--- config.mk ---
export PLATFORM = sky130hd
export DESIGN_NAME = bit_mask_scanner
export DESIGN_NICKNAME = d
export VERILOG_FILES = /design/src/rtl/bitscan_pkg.sv /design/src/rtl/bitscan_priority_enc.sv /design/src/rtl/bit_mask_scanner.sv
export SDC_FILE = /design/constraint.sdc
export NUM_CORES = 1
export LEC_CHECK = 0
export ABC_AREA = 1
export BUFFER_PORTS_ARGS = -buffer_cell sky130_fd_sc_hd__buf_2
export CAP_MARGIN = 10
export CORE_UTILIZATION = 41
export CTS_CLUSTER_SIZE = 28
export DETAILED_ROUTE_END_ITERATION = 10
export PLACE_DENSITY = 0.67
export SLEW_MARGIN = 20
export SYNTH_ARGS = -nofsm -noshare
export SYNTH_HDL_FRONTEND = slang
export SYNTH_HIERARCHICAL = 1
export SYNTH_SLANG_ARGS = --single-unit
--- constraint.sdc ---
create_clock -name clock -period 3.6 [get_ports clock]
set_input_delay 0.18 -clock clock [delete_from_list [all_inputs] [get_ports clock]]
set_output_delay 0.18 -clock clock [all_outputs]
set_load 0.01 [all_outputs]
--- src/rtl/bitscan_pkg.sv ---
// Shared constants and state encoding for the bit mask scanner.
// Order option: BITSCAN_MSB_FIRST_EN selects descending index emission.
package bitscan_pkg;

  localparam int WIDTH = 32;
  localparam int IDX_W = $clog2(WIDTH);
  localparam int CNT_W = $clog2(WIDTH + 1);

  typedef enum logic [1:0] {
    IDLE = 2'd0,
    SCAN = 2'd1,
    DONE = 2'd2
  } state_t;

endpackage

--- src/rtl/bitscan_priority_enc.sv ---
// Combinational priority encoder over the remaining mask.
// BITSCAN_MSB_FIRST_EN picks the highest set bit instead of the lowest.
module bitscan_priority_enc
  import bitscan_pkg::*;
(
  input  logic [WIDTH-1:0] mask,
  output logic [IDX_W-1:0] index,
  output logic             any,
  output logic             one_hot
);

  always_comb begin
    index = '0;
`ifdef BITSCAN_MSB_FIRST_EN
    for (int i = 0; i < WIDTH; i++)
      if (mask[i]) index = IDX_W'(i);
`else
    for (int i = WIDTH - 1; i >= 0; i--)
      if (mask[i]) index = IDX_W'(i);
`endif
  end

  assign any     = |mask;
  // x & (x-1) drops the lowest set bit; zero result means at most one bit
  assign one_hot = any && ((mask & (mask - WIDTH'(1))) == '0);

endmodule

--- src/rtl/bit_mask_scanner.sv ---
// Emits the index of every set bit of a latched mask over valid/ready.
// Order option: BITSCAN_MSB_FIRST_EN (descending), default ascending.
module bit_mask_scanner
  import bitscan_pkg::*;
(
  input  logic             clock,
  input  logic             reset,
  input  logic             start,
  input  logic [WIDTH-1:0] data_operandA,
  input  logic             out_ready,
  output logic             busy,
  output logic             out_valid,
  output logic [IDX_W-1:0] out_index,
  output logic             out_last,
  output logic             done,
  output logic [CNT_W-1:0] count
);

  state_t           state;
  logic [WIDTH-1:0] remaining;
  logic [IDX_W-1:0] enc_idx;
  logic             enc_any;
  logic             enc_one;
  logic [WIDTH-1:0] sel;
  logic             in_scan;

  bitscan_priority_enc u_enc (
    .mask    (remaining),
    .index   (enc_idx),
    .any     (enc_any),
    .one_hot (enc_one)
  );

  assign sel     = WIDTH'(1) << enc_idx;
  assign in_scan = (state == SCAN);

  assign busy      = (state != IDLE);
  assign done      = (state == DONE);
  assign out_valid = in_scan && enc_any;
  assign out_last  = in_scan && enc_one;
  assign out_index = in_scan ? enc_idx : '0;

  always_ff @(posedge clock or posedge reset) begin
    if (reset) begin
      state     <= IDLE;
      remaining <= '0;
      count     <= '0;
    end else begin
      unique case (state)
        IDLE: begin
          if (start) begin
            remaining <= data_operandA;
            count     <= '0;
            state     <= SCAN;
          end
        end
        SCAN: begin
          if (!enc_any) begin
            state <= DONE;
          end else if (out_ready) begin
            remaining <= remaining & ~sel;
            count     <= count + CNT_W'(1);
            if (enc_one) state <= DONE;
          end
        end
        DONE: state <= IDLE;
        default: state <= IDLE;
      endcase
    end
  end

endmodule
==> impl_metrics.yaml <==
grt:
  grt_max_degree: 41
  antenna_found_initial: 0
  grt_pass1_vias: 2769
  grt_pass1_wl_um: 13400
  overflow: 0
  track_usage_pct: 22.6
worst_setup_path:
  cp-end-kind: "output port"
  r2r-end: "state[0]$_DFFE_PP0P_"
  reg2reg_slack_ns: 0.65
  cp.required_ns: 3.42
  crit_arrival_ns: 3.04
  endpoint: "out_last"
  crit_start: "remaining[0]$_DFFE_PP0P_"
  cp_max_fo: 5
  worstSetupPathType: "flip-flop to output port"
  cp-start-kind: "flip-flop"
  r2r_cells: 18
  r2r_start: "remaining[0]$_DFFE_PP0P_"
layout:
  drive_above_1_share_pct: 22.6
  finalNonFillerCells: 599
  final_net_count: 536
  fin_util_pct: 47.5
  syn_to_final_growth_pct: 12.6
  antenna_cells: 0
  fillers: 784
die:
  ios: 51
  start_util_pct: 42.2
  die-area_um2: 7780
  coreArea_um2: 7210
  rows: 31
  die_w_um: 88.2
  fp.dieH_um: 88.2
drt:
  vias: 3088
  antenna_left: 0
  wirelength_um: 8170
  viasPerCell: 5.16
  first_pass_iters: 4
  wire_per_inst_um: 13.6
  drtIter0Drc: 241
  wl_met3_um: 512
  top_layer: "met4"
  m1WireLength_um: 3860
  drc_errors: 0
  met2_length_um: 3660
yosys:
  async_reset_ff_share_pct: 100
  seq_area_frac_synth_pct: 32.9
  netlist_area_um2: 3050
  yosys_warnings: 6
  synth-main-ff-cell: "dfrtp_1"
  synth_edf_count: 0
  netlist-cell-type-count: 37
  syn-num-nets: 493
  synthesis.area_per_instance_um2: 6.68
  synthCells: 456
  ys_ff_latch: 40
timing:
  final.setup_skew_ns: 0.00681
  min_period_ns: 3.22
  fmax_ghz: 0.311
  drv_slew: 0
  setup_violations: 0
  worst_slack_ns: 0.385
  finalHoldViolCount: 2
  period_share_pct: 89.3
  tns_ns: 0
  hold_ws_ns: -0.00206
  rsz0062_at_grt: "false"
  tightest_slew_ns: 0.778
  max_slew_margin_pct: 48.1
clock_tree:
  htree_num_levels: 2
  path_clk_slew_ns: 0.07
  root_buffer: "clkbuf_8"
  hold_buffers: 0
  cts_tree: "built"
  cts_max_path_buffers: 2
  cts_setup_buffers: 0
  clkSinkCount: 40
  cts_made_buffers: 5
  cts_resized: 0
  clk_latency_ns: 0.29
worst_hold_path:
  worstHoldPathType: "input port to asynchronous set/reset pin"
placed_design:
  port_buffers: 50
  place_inst: 591
  dp_hpwl_um: 6270
  place_ws_ns: 0.498
  place_congestion: 0.884
run:
  maxCapViolCount: 0
power:
  power_density_nw_per_um2: 815
  ir_worst_vdd_uv: 335
  p_leak_nw: 1.66
run_status:
  outcome: "finished with violations"
  violations: "negative hold slack"
[cells by family (layout without fill, tap and decap cells)]
group,count (synthesis),count (layout),share of synthesized area [%]
simple gates,237,237,35.4
compound gates,97,97,19.0
buf+inv,78,122,11.4
flops,40,40,32.9
fa+ha+maj,2,2,0.739
xor+xnor,2,2,0.575
[routing by layer]
metal,global-route usage (%),vias to the layer above
li1,-,1558
met1,31.5,1423
met2,35.2,98
met3,4.24,9
met4,7.77,0
met5,0,-
[stage by stage]
stage / area [um^2] / hold slack (ns) / power (mW)
5_1_grt: 3430 / 0.0399 / 3.08
6_report: 3430 / -0.00206 / 2.80
4_1_cts: 3420 / 0.0149 / 2.78
2_1_floorplan: 3050 / 0.389 / 2.14
3_3_place_gp: 3330 / 0.335 / 2.44
3_5_place_dp: 3330 / 0.340 / 2.46
[sequential cells by signal, summed over array words and instances (netlist names)]
name	flops
count	6
remaining	32
state	2
[cell usage after synthesis (3+ instances only)]
| library cell | number | area [um^2] |
|---|---|---|
| a21oi_1 | 31 | 155 |
| a21oi_2 | 8 | 70.1 |
| buf_2 | 11 | 55.1 |
| buf_6 | 5 | 56.3 |
| dfrtp_1 | 40 | 1000 |
| inv_1 | 52 | 195 |
| inv_2 | 7 | 26.3 |
| nand2_1 | 80 | 300 |
| nand2_2 | 4 | 25.0 |
| nand3_1 | 17 | 85.1 |
| nand4_1 | 12 | 75.1 |
| nor2_1 | 88 | 330 |
| nor2_2 | 6 | 37.5 |
| nor3_1 | 4 | 20.0 |
| o2111ai_1 | 3 | 26.3 |
| o21ai_0 | 24 | 120 |
| o21ai_1 | 13 | 65.1 |
| o21bai_1 | 10 | 75.1 |
| or2_2 | 19 | 119 |
[worst max-delay path: stages (launching register included)]
cell,delay [ns]
dfrtp_1,0.45
nor2_2,0.19
nand2_2,0.12
nor2_2,0.13
inv_2,0.08
nor2_4,0.09
inv_2,0.07
nor2_8,0.11
nand2_2,0.08
nor2_2,0.10
inv_2,0.06
o21ai_0,0.16
o2111ai_1,0.16
a2111oi_2,0.25
nand2_1,0.11
nor4_2,0.21
inv_1,0.10
nor2_1,0.11
buf_2,0.15
[how the worst min path moves through the flow]
| stage | startpoint | to |
|---|---|---|
| floorplan | data_operandA[15] | remaining[15]$_DFFE_PP0P_ |
| global placement | reset | remaining[3]$_DFFE_PP0P_ |
| detailed placement | reset | count[0]$_DFFE_PP0P_ |
| CTS | reset | count[0]$_DFFE_PP0P_ |
| global route | reset | count[0]$_DFFE_PP0P_ |
| finish | reset | count[0]$_DFFE_PP0P_ |
[final cells by class]
class                      instances  area, um^2  share of cell area, %
timing repair buffer              54         280                   8.17
clock buffer                       8        90.1                   2.63
tap                               99         124                   3.61
inverter                          60         225                   6.57
multi-input combinational        338        1710                   49.8
sequential                        40        1000                   29.2
[placed cells by master, fill, tap and decap left out, drive strengths merged]
| cell type | n |
|---|---|
| ha | 1 |
| nand3 | 17 |
| nand4 | 13 |
| inv | 59 |
| nor2 | 97 |
| a41oi | 1 |
| nor3 | 6 |
| o21bai | 10 |
| nor4 | 1 |
| o31ai | 2 |
| a2111oi | 1 |
| nand2 | 84 |
| clkbuf | 8 |
| o21ai | 37 |
| buf | 54 |
| a31oi | 1 |
| o2111ai | 3 |
| a21boi | 1 |
| clkinv | 1 |
| a211oi | 1 |
| o22ai | 1 |
| or2 | 19 |
| maj3 | 1 |
| xor2 | 2 |
| dfrtp | 40 |
| a21oi | 39 |
[power by group]
| group | switching (mW) | internal, mW |
|---|---|---|
| clock network | 0.156 | 0.156 |
| logic | 1.02 | 0.536 |
| registers | 0.263 | 0.662 |
| total | 1.44 | 1.35 |
(Power assumes the default switching activity.)
